**src/rtl/dram_ctrl_pkg.sv**
```systemverilog
// Shared definitions for the DRAM command scheduler: FSM state encoding,
// default timing values and a small elaboration-time helper.
package dram_ctrl_pkg;

    // Scheduler FSM states.
    typedef enum logic [2:0] {
        IDLE = 3'd0,
        PRE  = 3'd1,
        ACT  = 3'd2,
        RD   = 3'd3,
        RDW  = 3'd4,
        RCAP = 3'd5,
        WR   = 3'd6,
        REF  = 3'd7
    } sched_state_t;

    // Default array geometry and timing.
    localparam int DEF_NUM_OF_BANKS = 8;
    localparam int DEF_NUM_OF_ROWS  = 128;
    localparam int DEF_NUM_OF_COLS  = 8;
    localparam int DEF_DATA_WIDTH   = 1;
    localparam int DEF_T_RCD        = 2;
    localparam int DEF_T_RP         = 2;
    localparam int DEF_T_REFI       = 512;

    // Larger of two integers, used to size the shared wait timer.
    function automatic int max_int(input int a, input int b);
        return (a > b) ? a : b;
    endfunction

endpackage

```
**src/rtl/dram_open_row_tbl.sv**
```systemverilog
// Per-bank open-row bookkeeping. Each bank keeps an open flag and the row
// that is currently open. A combinational lookup classifies an incoming
// (bank,row) pair as hit, closed or conflict. Updates: set one bank open at
// a row, clear one bank, or clear every bank (refresh / reset).
module dram_open_row_tbl
    import dram_ctrl_pkg::*;
#(
    parameter int NUM_OF_BANKS = DEF_NUM_OF_BANKS,
    parameter int NUM_OF_ROWS  = DEF_NUM_OF_ROWS
) (
    input  logic                            clk,
    input  logic                            rst_b,
    input  logic [$clog2(NUM_OF_BANKS)-1:0] lk_bank_i,
    input  logic [$clog2(NUM_OF_ROWS)-1:0]  lk_row_i,
    output logic                            lk_hit_o,
    output logic                            lk_closed_o,
    output logic                            lk_conflict_o,
    input  logic                            set_en_i,
    input  logic [$clog2(NUM_OF_BANKS)-1:0] set_bank_i,
    input  logic [$clog2(NUM_OF_ROWS)-1:0]  set_row_i,
    input  logic                            clr_en_i,
    input  logic [$clog2(NUM_OF_BANKS)-1:0] clr_bank_i,
    input  logic                            clr_all_i
);

    localparam int BW = $clog2(NUM_OF_BANKS);
    localparam int RW = $clog2(NUM_OF_ROWS);

    logic [NUM_OF_BANKS-1:0] open_q;
    logic [RW-1:0]           row_q [NUM_OF_BANKS];

    logic          sel_open;
    logic [RW-1:0] sel_row;

    generate
        for (genvar gi = 0; gi < NUM_OF_BANKS; gi++) begin : g_bank
            // Per-bank open flag and row; clearing takes precedence over setting.
            always_ff @(posedge clk or negedge rst_b) begin
                if (!rst_b) begin
                    open_q[gi] <= 1'b0;
                    row_q[gi]  <= '0;
                end else if (clr_all_i || (clr_en_i && (clr_bank_i == BW'(gi)))) begin
                    open_q[gi] <= 1'b0;
                end else if (set_en_i && (set_bank_i == BW'(gi))) begin
                    open_q[gi] <= 1'b1;
                    row_q[gi]  <= set_row_i;
                end
            end
        end
    endgenerate

    // Classify the looked-up bank against its open row.
    always_comb begin
        sel_open      = open_q[lk_bank_i];
        sel_row       = row_q[lk_bank_i];
        lk_hit_o      = sel_open && (sel_row == lk_row_i);
        lk_closed_o   = !sel_open;
        lk_conflict_o = sel_open && (sel_row != lk_row_i);
    end

endmodule

```
**src/rtl/dram_cmd_sched.sv**
```systemverilog
// DRAM command scheduler: accepts one read/write request at a time, opens
// the target row (precharging a conflicting row first), issues the array
// command and returns read data. Outputs bank_rw/buffer_rw decode directly
// from the FSM state so they can never be active together.
// Optional periodic refresh is compiled in with DRAM_CMD_SCHED_REFRESH_EN;
// without it rows stay open until a conflicting access and ref_busy is 0.
module dram_cmd_sched
    import dram_ctrl_pkg::*;
#(
    parameter int NUM_OF_BANKS = DEF_NUM_OF_BANKS,
    parameter int NUM_OF_ROWS  = DEF_NUM_OF_ROWS,
    parameter int NUM_OF_COLS  = DEF_NUM_OF_COLS,
    parameter int DATA_WIDTH   = DEF_DATA_WIDTH,
    parameter int T_RCD        = DEF_T_RCD,
    parameter int T_RP         = DEF_T_RP,
    parameter int T_REFI       = DEF_T_REFI
) (
    input  logic                                                              clk,
    input  logic                                                              rst_b,
    input  logic                                                              req_valid,
    output logic                                                              req_ready,
    input  logic                                                              req_we,
    input  logic [$clog2(NUM_OF_BANKS)+$clog2(NUM_OF_ROWS)+$clog2(NUM_OF_COLS)-1:0] req_addr,
    input  logic [DATA_WIDTH-1:0]                                             req_wdata,
    output logic                                                              rsp_valid,
    output logic [DATA_WIDTH-1:0]                                             rsp_rdata,
    output logic                                                              bank_rw,
    output logic                                                              buffer_rw,
    output logic [$clog2(NUM_OF_BANKS)-1:0]                                   bank_id,
    output logic [$clog2(NUM_OF_ROWS)-1:0]                                    rowid,
    output logic [$clog2(NUM_OF_COLS)-1:0]                                    colid,
    output logic [DATA_WIDTH-1:0]                                             din,
    input  logic [DATA_WIDTH-1:0]                                             dout,
    output logic                                                              ref_busy
);

    localparam int BW = $clog2(NUM_OF_BANKS);
    localparam int RW = $clog2(NUM_OF_ROWS);
    localparam int CW = $clog2(NUM_OF_COLS);
    localparam int AW = BW + RW + CW;
    // Shared down-counter for the PRE/ACT/REF waits.
    localparam int TW = $clog2(max_int(T_RCD, T_RP) + 1);

    sched_state_t state_q, state_d;
    logic [TW-1:0] tmr_q, tmr_d;

    logic                  we_q;
    logic [BW-1:0]         bank_q;
    logic [RW-1:0]         row_q;
    logic [CW-1:0]         col_q;
    logic [DATA_WIDTH-1:0] wdata_q;
    logic                  rsp_valid_q;
    logic [DATA_WIDTH-1:0] rsp_rdata_q;

    logic accept;
    logic ref_go;
    logic set_en;
    logic clr_en;
    logic clr_all;
    logic lk_hit;
    logic lk_closed;
    logic lk_conflict;

    logic [BW-1:0] req_bank;
    logic [RW-1:0] req_row;

    assign req_bank = req_addr[AW-1 -: BW];
    assign req_row  = req_addr[CW +: RW];

    dram_open_row_tbl #(
        .NUM_OF_BANKS (NUM_OF_BANKS),
        .NUM_OF_ROWS  (NUM_OF_ROWS)
    ) u_open_row_tbl (
        .clk           (clk),
        .rst_b         (rst_b),
        .lk_bank_i     (req_bank),
        .lk_row_i      (req_row),
        .lk_hit_o      (lk_hit),
        .lk_closed_o   (lk_closed),
        .lk_conflict_o (lk_conflict),
        .set_en_i      (set_en),
        .set_bank_i    (bank_q),
        .set_row_i     (row_q),
        .clr_en_i      (clr_en),
        .clr_bank_i    (bank_q),
        .clr_all_i     (clr_all)
    );

`ifdef DRAM_CMD_SCHED_REFRESH_EN
    localparam int FW = (T_REFI > 1) ? $clog2(T_REFI) : 1;

    logic [FW-1:0] ref_cnt_q;
    logic          ref_pend_q;
    logic          ref_wrap;
    logic          ref_done;

    assign ref_wrap = (ref_cnt_q == FW'(T_REFI - 1));
    assign ref_done = (state_q == REF) && (tmr_q == '0);
    // The wrap cycle itself already blocks new requests so refresh wins ties.
    assign ref_go   = ref_pend_q || ref_wrap;
    assign ref_busy = (state_q == REF);

    // Free-running refresh interval counter with a single pending flag;
    // finishing a refresh clears the flag even if a wrap lands on that cycle.
    always_ff @(posedge clk or negedge rst_b) begin
        if (!rst_b) begin
            ref_cnt_q  <= '0;
            ref_pend_q <= 1'b0;
        end else begin
            ref_cnt_q <= ref_wrap ? '0 : ref_cnt_q + 1'b1;
            if (ref_done) begin
                ref_pend_q <= 1'b0;
            end else if (ref_wrap) begin
                ref_pend_q <= 1'b1;
            end
        end
    end
`else
    assign ref_go   = 1'b0;
    assign ref_busy = 1'b0;
`endif

    assign req_ready = (state_q == IDLE) && !ref_go;
    assign accept    = req_valid && req_ready;

    // Next-state logic and open-row table update strobes.
    always_comb begin
        state_d = state_q;
        tmr_d   = tmr_q;
        set_en  = 1'b0;
        clr_en  = 1'b0;
        clr_all = 1'b0;
        case (state_q)
            IDLE: begin
                if (ref_go) begin
                    state_d = REF;
                    tmr_d   = TW'(T_RP - 1);
                end else if (accept) begin
                    if (lk_hit) begin
                        state_d = req_we ? WR : RD;
                    end else if (lk_closed) begin
                        state_d = ACT;
                        tmr_d   = TW'(T_RCD - 1);
                    end else if (lk_conflict) begin
                        state_d = PRE;
                        tmr_d   = TW'(T_RP - 1);
                    end
                end
            end
            PRE: begin
                if (tmr_q == '0) begin
                    clr_en  = 1'b1;
                    state_d = ACT;
                    tmr_d   = TW'(T_RCD - 1);
                end else begin
                    tmr_d = tmr_q - 1'b1;
                end
            end
            ACT: begin
                if (tmr_q == '0) begin
                    set_en  = 1'b1;
                    state_d = we_q ? WR : RD;
                end else begin
                    tmr_d = tmr_q - 1'b1;
                end
            end
            RD:   state_d = RDW;
            RDW:  state_d = RCAP;
            RCAP: state_d = IDLE;
            WR:   state_d = IDLE;
            REF: begin
`ifdef DRAM_CMD_SCHED_REFRESH_EN
                if (tmr_q == '0) begin
                    clr_all = 1'b1;
                    state_d = IDLE;
                end else begin
                    tmr_d = tmr_q - 1'b1;
                end
`else
                state_d = IDLE;
`endif
            end
            default: state_d = IDLE;
        endcase
    end

    // FSM state and wait timer.
    always_ff @(posedge clk or negedge rst_b) begin
        if (!rst_b) begin
            state_q <= IDLE;
            tmr_q   <= '0;
        end else begin
            state_q <= state_d;
            tmr_q   <= tmr_d;
        end
    end

    // Request fields are captured only on an accepted handshake and then held
    // so the command bus keeps showing the last addressed location.
    always_ff @(posedge clk or negedge rst_b) begin
        if (!rst_b) begin
            we_q    <= 1'b0;
            bank_q  <= '0;
            row_q   <= '0;
            col_q   <= '0;
            wdata_q <= '0;
        end else if (accept) begin
            we_q    <= req_we;
            bank_q  <= req_addr[AW-1 -: BW];
            row_q   <= req_addr[CW +: RW];
            col_q   <= req_addr[CW-1:0];
            wdata_q <= req_wdata;
        end
    end

    // Read capture: dout is registered in RCAP and flagged valid one cycle later.
    always_ff @(posedge clk or negedge rst_b) begin
        if (!rst_b) begin
            rsp_valid_q <= 1'b0;
            rsp_rdata_q <= '0;
        end else begin
            rsp_valid_q <= (state_q == RCAP);
            if (state_q == RCAP) begin
                rsp_rdata_q <= dout;
            end
        end
    end

    assign bank_rw   = (state_q == WR);
    assign buffer_rw = (state_q == RD);
    assign bank_id   = bank_q;
    assign rowid     = row_q;
    assign colid     = col_q;
    assign din       = wdata_q;
    assign rsp_valid = rsp_valid_q;
    assign rsp_rdata = rsp_rdata_q;

endmodule

```
**config.mk**
```make
export PLATFORM = sky130hd
export DESIGN_NAME = dram_cmd_sched
export DESIGN_NICKNAME = d
export VERILOG_FILES = /design/src/rtl/dram_ctrl_pkg.sv /design/src/rtl/dram_open_row_tbl.sv /design/src/rtl/dram_cmd_sched.sv
export SDC_FILE = /design/constraint.sdc
export NUM_CORES = 1
export LEC_CHECK = 0
export ABC_AREA = 1
export CAP_MARGIN = 20
export CELL_PAD_IN_SITES_DETAIL_PLACEMENT = 1
export CELL_PAD_IN_SITES_GLOBAL_PLACEMENT = 1
export CORE_MARGIN = 2
export CORE_UTILIZATION = 29
export CTS_BUF_LIST = sky130_fd_sc_hd__clkbuf_8
export CTS_CLUSTER_DIAMETER = 40
export CTS_CLUSTER_SIZE = 8
export DETAILED_ROUTE_END_ITERATION = 10
export PLACE_DENSITY_LB_ADDON = 0.05
export RECOVER_POWER = 50
export SYNTH_ARGS = -nofsm -noshare
export SYNTH_HDL_FRONTEND = slang
export SYNTH_SLANG_ARGS = --single-unit
```
**constraint.sdc**
```tcl
create_clock -name clk -period 2.4 [get_ports clk]
set_clock_uncertainty 0.2 [all_clocks]
set_input_delay 0.48 -clock clk [delete_from_list [all_inputs] [get_ports clk]]
set_output_delay 0.48 -clock clk [all_outputs]
set_load 0.005 [all_outputs]
```
-- After elaboration in Yosys (flattened, before gate mapping)
Index checks and enable logic that the tools add are counted.
- register bits after elaboration: 86
- input bits: 19
- output and inout port bits: 20
- word-level logic and storage cells: 142
- add/sub/neg operators: 1
- $lt $le $gt $ge: 2
- eq/ne operators: 23
- mux-type cells: 40
- bitwise gates (word level): 9
- reduce and logical (&&, ||, !) cells: 42
- operators with widths (operator ; number):
    $eq A3 B3 Y1 const B ; 8
    $mux W3 ; 8
    $bmux W7 S3 ; 1
    $mux W1 ; 20
    $logic_and A1 B1 Y1 ; 19
    $pmux W3 S6 ; 1
    $reduce_and A2 Y1 ; 8
    $reduce_bool A2 Y1 ; 8
    $mux W7 ; 2
    $eq A3 B2 Y1 const B ; 4
    $mux W2 ; 6
    $ne A2 B2 Y1 const B ; 4
    $not A1 Y1 ; 8
    $eq A7 B7 Y1 ; 1
    $ne A7 B7 Y1 ; 1
    $eq A3 B1 Y1 const B ; 2
    $logic_not A3 Y1 ; 2
    $pmux W2 S3 ; 1
    $reduce_and A5 Y1 ; 1
    $ge A4 B4 Y1 const B ; 1
    $lt A3 B4 Y1 const B ; 1
    $ne A4 B4 Y1 const B ; 1
    $not A3 Y4 ; 1
    $reduce_and A4 Y1 ; 1
    7 further kinds ; 7

-- Logic depth before layout (Yosys ltp)
- word-level depth: 11
- depth in mapped cells: 17
- depth with buffers taken out: 15

-- Cells and area by module
From an unflattened synthesis, not the netlist that was laid out.
- cells, all modules: 617
- area, all modules: 4471.8 um^2
- by module, submodules not included (module ; times used ; cells each ; area an instance (um^2) ; sequential area each (um^2)):
    dram_open_row_tbl ; 1 ; 465 ; 3318.2 ; 1601.5
    dram_cmd_sched ; 1 ; 152 ; 1153.6 ; 550.5

-- Least setup slack after synthesis
OpenSTA, ideal clock, no wires.
- path type: in2reg
- start point: input req_addr[11]
- end point: register state_q[0]
- arrival time: 1597 ps
- data required time: 2083 ps
- path slack: 486 ps
- cell stages on the path: 16
- cells stage by stage: buf_6 inv_2 buf_6 nand3_1 nand2_1 nand2_1 nand2_1 nand2_1 nand2_1 nand2_1 nor2_1 nand2_1 nand2_1 nand3_1 nand2_1 nand2_1
- cells in the longest elaborated chain, start to end: 9
- elaborated cells between the ends (all ways): 16
- RTL lines (item ; line ; source):
    start: declaration ; dram_cmd_sched.sv:23 ; input logic [$clog2(NUM_OF_BANKS)+$clog2(NUM_OF_ROWS)+$clog2(NUM_OF_COLS)-1:0] req_addr,
    $not A3 Y4 (not written as such) ; dram_open_row_tbl.sv:55 ; sel_row = row_q[lk_bank_i];
    $bmux W7 S3 ; dram_open_row_tbl.sv:55 ;
    $mux W7 (not written as such) (2 in series) ; dram_open_row_tbl.sv:55 ;
    $eq A7 B7 Y1 ; dram_open_row_tbl.sv:56 ; lk_hit_o = sel_open && (sel_row == lk_row_i);
    $logic_and A1 B1 Y1 ; dram_open_row_tbl.sv:56 ;
    $mux W3 ; dram_cmd_sched.sv:139 ; if (lk_hit) begin
    $mux W3 ; dram_cmd_sched.sv:138 ; end else if (accept) begin
    $pmux W3 S6 ; dram_cmd_sched.sv:133 ; case (state_q)
    end signal: assignment ; dram_cmd_sched.sv:193 ; state_q <= state_d;
    end: declaration ; dram_cmd_sched.sv:44 ; sched_state_t state_q, state_d;
Parallel ways exist; a longest one is shown, timed or not. The select of a mux whose other input is x is not followed.
A chain may end at the register's enable or synchronous reset.

-- Final worst setup path
- start point: register state_q[0]
- end point: output req_ready
- cells in the longest elaborated chain, start to end: 1
- RTL lines (item ; line ; source):
    $logic_not A3 Y1 ; dram_cmd_sched.sv:123 ; assign req_ready = (state_q == IDLE) && !ref_go;
    end: declaration ; dram_cmd_sched.sv:21 ; output logic req_ready,
No other way between the ends.

==> results.txt <==
H-tree Lvls: 3
Vias in the first global route: 3868
GP Congestion: 0.767
Vias: 3773
Post-route ant nets: 0
Worst path required time: 1.72 ns
Crit. End Element: output pin
Hold Path Class: flop to flop
Ys async rst share: 100%
Commonest non-fill, non-tap cell in the layout: nand2_1
Routed WL per cell: 17.0 um
DR pass1 iterations: 4
Setup Viol. Count Final: 0
CP startpoint kind: flop
Later-pin clock latency in the skew report: 0.38 ns
Post-route cell area: 0.00536 mm^2
TritonCTS clock tree: yes
Final min period: 2.29 ns
Post-synth EDFFs: 0
Grt ovf: 0
Yosys cell types: 30
P_int: 3.63 mW
Clock Tree Buf Depth: 2
Total net switching power: 2.38 mW
Final wirelength: 13800 um
RSZ-0062 raised after global routing: no
P per Cell Area: 1120 mW/mm^2
Final net count: 640
Normalized max-slew margin: 16.9%
Status: complete, no violations
WHS: 0.290 ns
Most frequent cells in the layout: nand2_1 (171), dfrtp_1 (84), inv_1 (81), o21ai_0 (69), nand3_1 (40)
DRC viols: 0
CTS root buffer: clkbuf_8
FF+latch count, synth: 86
Worst Tran Pin Value: 1.25 ns
Synthesis-to-layout area growth: 21.1%
Mapped Nets: 584
Crit share post-route: 95.3%
Ys flop type: dfrtp_1
Antenna violations before repair: 0
Area after DPL: 0.00511 mm^2
Switch share: 39.6%
Core area: 0.0150 mm^2
Slowest stage delay, CP: 0.50 ns
Die ar.: 0.0163 mm^2
# fillers: 1830
Row cnt: 45
MaxCap Viol Count: 0
Top Ports: 39
Initial Utilization: 29.4%
GRT Util Overall: 18.1%
Mapped Cells: 563
Num CTS Buffers: 9
Critical-path cell list: nor2_4, inv_1, nor2_2, clkdlybuf4s50_1
Static Leak: 2.59 nW
Pins Over Slew Limit: 0
Largest net degree at the start of global routing: 87
Share of cells above drive strength 1: 13.3%
Max Fclk: 437 MHz
CP max-delay cell: clkdlybuf4s50_1
Ys Warns: 0
Worst VDD drop: 0.272 mV
Chip height: 128 um
Clk pin slew, worst setup/hold paths: 0.09 ns
First-pass GRT wire length: 22100 um
Logic gate share of total power: 39.0%
Setup WS pre-CTS: -0.321 ns
ANT cells: 0
Clock power frac: 17.2%
CTS Sinks: 86
Setup WS post-layout: 0.113 ns
Via-to-Cell Ratio: 4.65
Mapped cell area: 0.00443 mm^2
Post-synthesis area per instance: 7.86 um^2
Port bufs: 37
Final Hold Fails: 0
Die width: 128 um
Sequential share of power: 43.7%
Post-synthesis sequential area ratio: 48.6%
Crit path kind: flop to output pin
Hpwl dp: 9540 um
Max FO, Critical Path: 5
DRT iter0 DRCs: 208
Worst path arrival time: 1.61 ns
-- registers in the layout (all words and copies together), names as in the netlist --
signal / flops
bank_id: 3
colid: 3
din: 1
rowid: 7
rsp_rdata: 1
rsp_valid: 1
state_q: 3
tmr_q: 2
u_open_row_tbl.open_q: 8
u_open_row_tbl.row_q: 56
we_q: 1
-- path summary, 6_finish.rpt --
check,start,endpoint,slack (ns),cells past startpoint
worst min-delay path,u_open_row_tbl.row_q[51],u_open_row_tbl.row_q[51],0.29,2
min in group asynchronous,rst_b,u_open_row_tbl.row_q[48],0.84,3
worst min register to register,u_open_row_tbl.row_q[51],u_open_row_tbl.row_q[51],0.29,2
max in group asynchronous,rst_b,state_q[0],0.34,3
worst max-delay path,state_q[0],req_ready,0.11,4
worst max register to register,state_q[0],rowid[4],0.28,8
-- through the flow --
step / std cells / power (mW) / TNS (ns) / utilization, %
3_3_place_gp: 791 / 4.94 / -1.34 / 34.0
3_5_place_dp: 791 / 5.02 / -1.45 / 34.0
4_1_cts: 807 / 6.09 / 0 / 35.3
6_report: 811 / 6.01 / 0 / 35.6
5_1_grt: 811 / 6.60 / 0 / 35.6
2_1_floorplan: 563 / 4.00 / 0 / -
-- area by class of cell --
type	instances	area [um^2]	area share, %
Multi-Input combinational cell	367	1760	32.9
Clock inverter	5	51.3	0.957
Timing Repair Buffer	70	684	12.8
Tap cell	188	235	4.39
Sequential cell	86	2150	40.2
Inverter	85	335	6.26
Clock buffer	10	138	2.57
-- what timing repair did --
item / 4_1_cts / 5_1_grt
endpoints found under the hold margin: 86 / 0
gates resized for setup: 1 / 8
pin swaps: 0 / 1
hold buffers: 1 / 0
endpoints found under the setup margin: 1 / 7
setup buffers: 0 / 3
cloned: 0 / 1
-- power groups by stage --
stage	registers, mW	logic, mW	clock network, mW
final	2.63	2.35	1.04
after global placement	2.62	2.32	0
after detailed placement	2.65	2.37	0
after global routing	2.73	2.71	1.16
after floorplan	2.46	1.53	0
after CTS	2.63	2.39	1.08
-- worst max-delay path: cells and delay by family (launching register included) --
kind / cells / cell delay, ns
buf+inv: 2 / 0.56
flops: 1 / 0.46
simple gates: 2 / 0.21
-- layer usage --
metal / up-vias / share of wire, % / track usage (%)
li1: 1895 / - / -
met1: 1829 / 51 / 26.4
met2: 39 / 45 / 27.3
met3: 10 / 2.9 / 3.73
met4: 0 / 0.98 / 4.65
met5: - / 0 / 0
-- cells by family (layout without fill, tap and decap cells) --
kind of cell	Yosys count	after routing	synth area share [%]
flip-flops	86	86	48.6
multiplexers	5	5	1.27
other	1	1	0.0847
buffers and inverters	110	170	11.7
AND/OR/NAND/NOR	270	270	27.3
AO/OA/AOI/OAI	89	89	10.5
adder cells (fa/ha/maj)	2	2	0.565
-- cell usage after synthesis, types with 3 or more instances --
cell,count,area share [%]
o21ai_1,5,0.57
nand2_1,171,14
buf_2,10,1.1
nor4_1,8,1.1
nand2_2,11,1.6
nand4_1,10,1.4
o21ai_0,69,7.8
mux2_2,5,1.3
buf_4,3,0.51
inv_2,4,0.34
nor3_1,4,0.45
nand3_2,8,1.8
buf_6,6,1.5
clkbuf_1,4,0.34
inv_1,80,6.8
nor2_1,14,1.2
dfrtp_1,86,49
nand3_1,40,4.5
a21oi_1,12,1.4
Power figures use the tool's default switching activity.
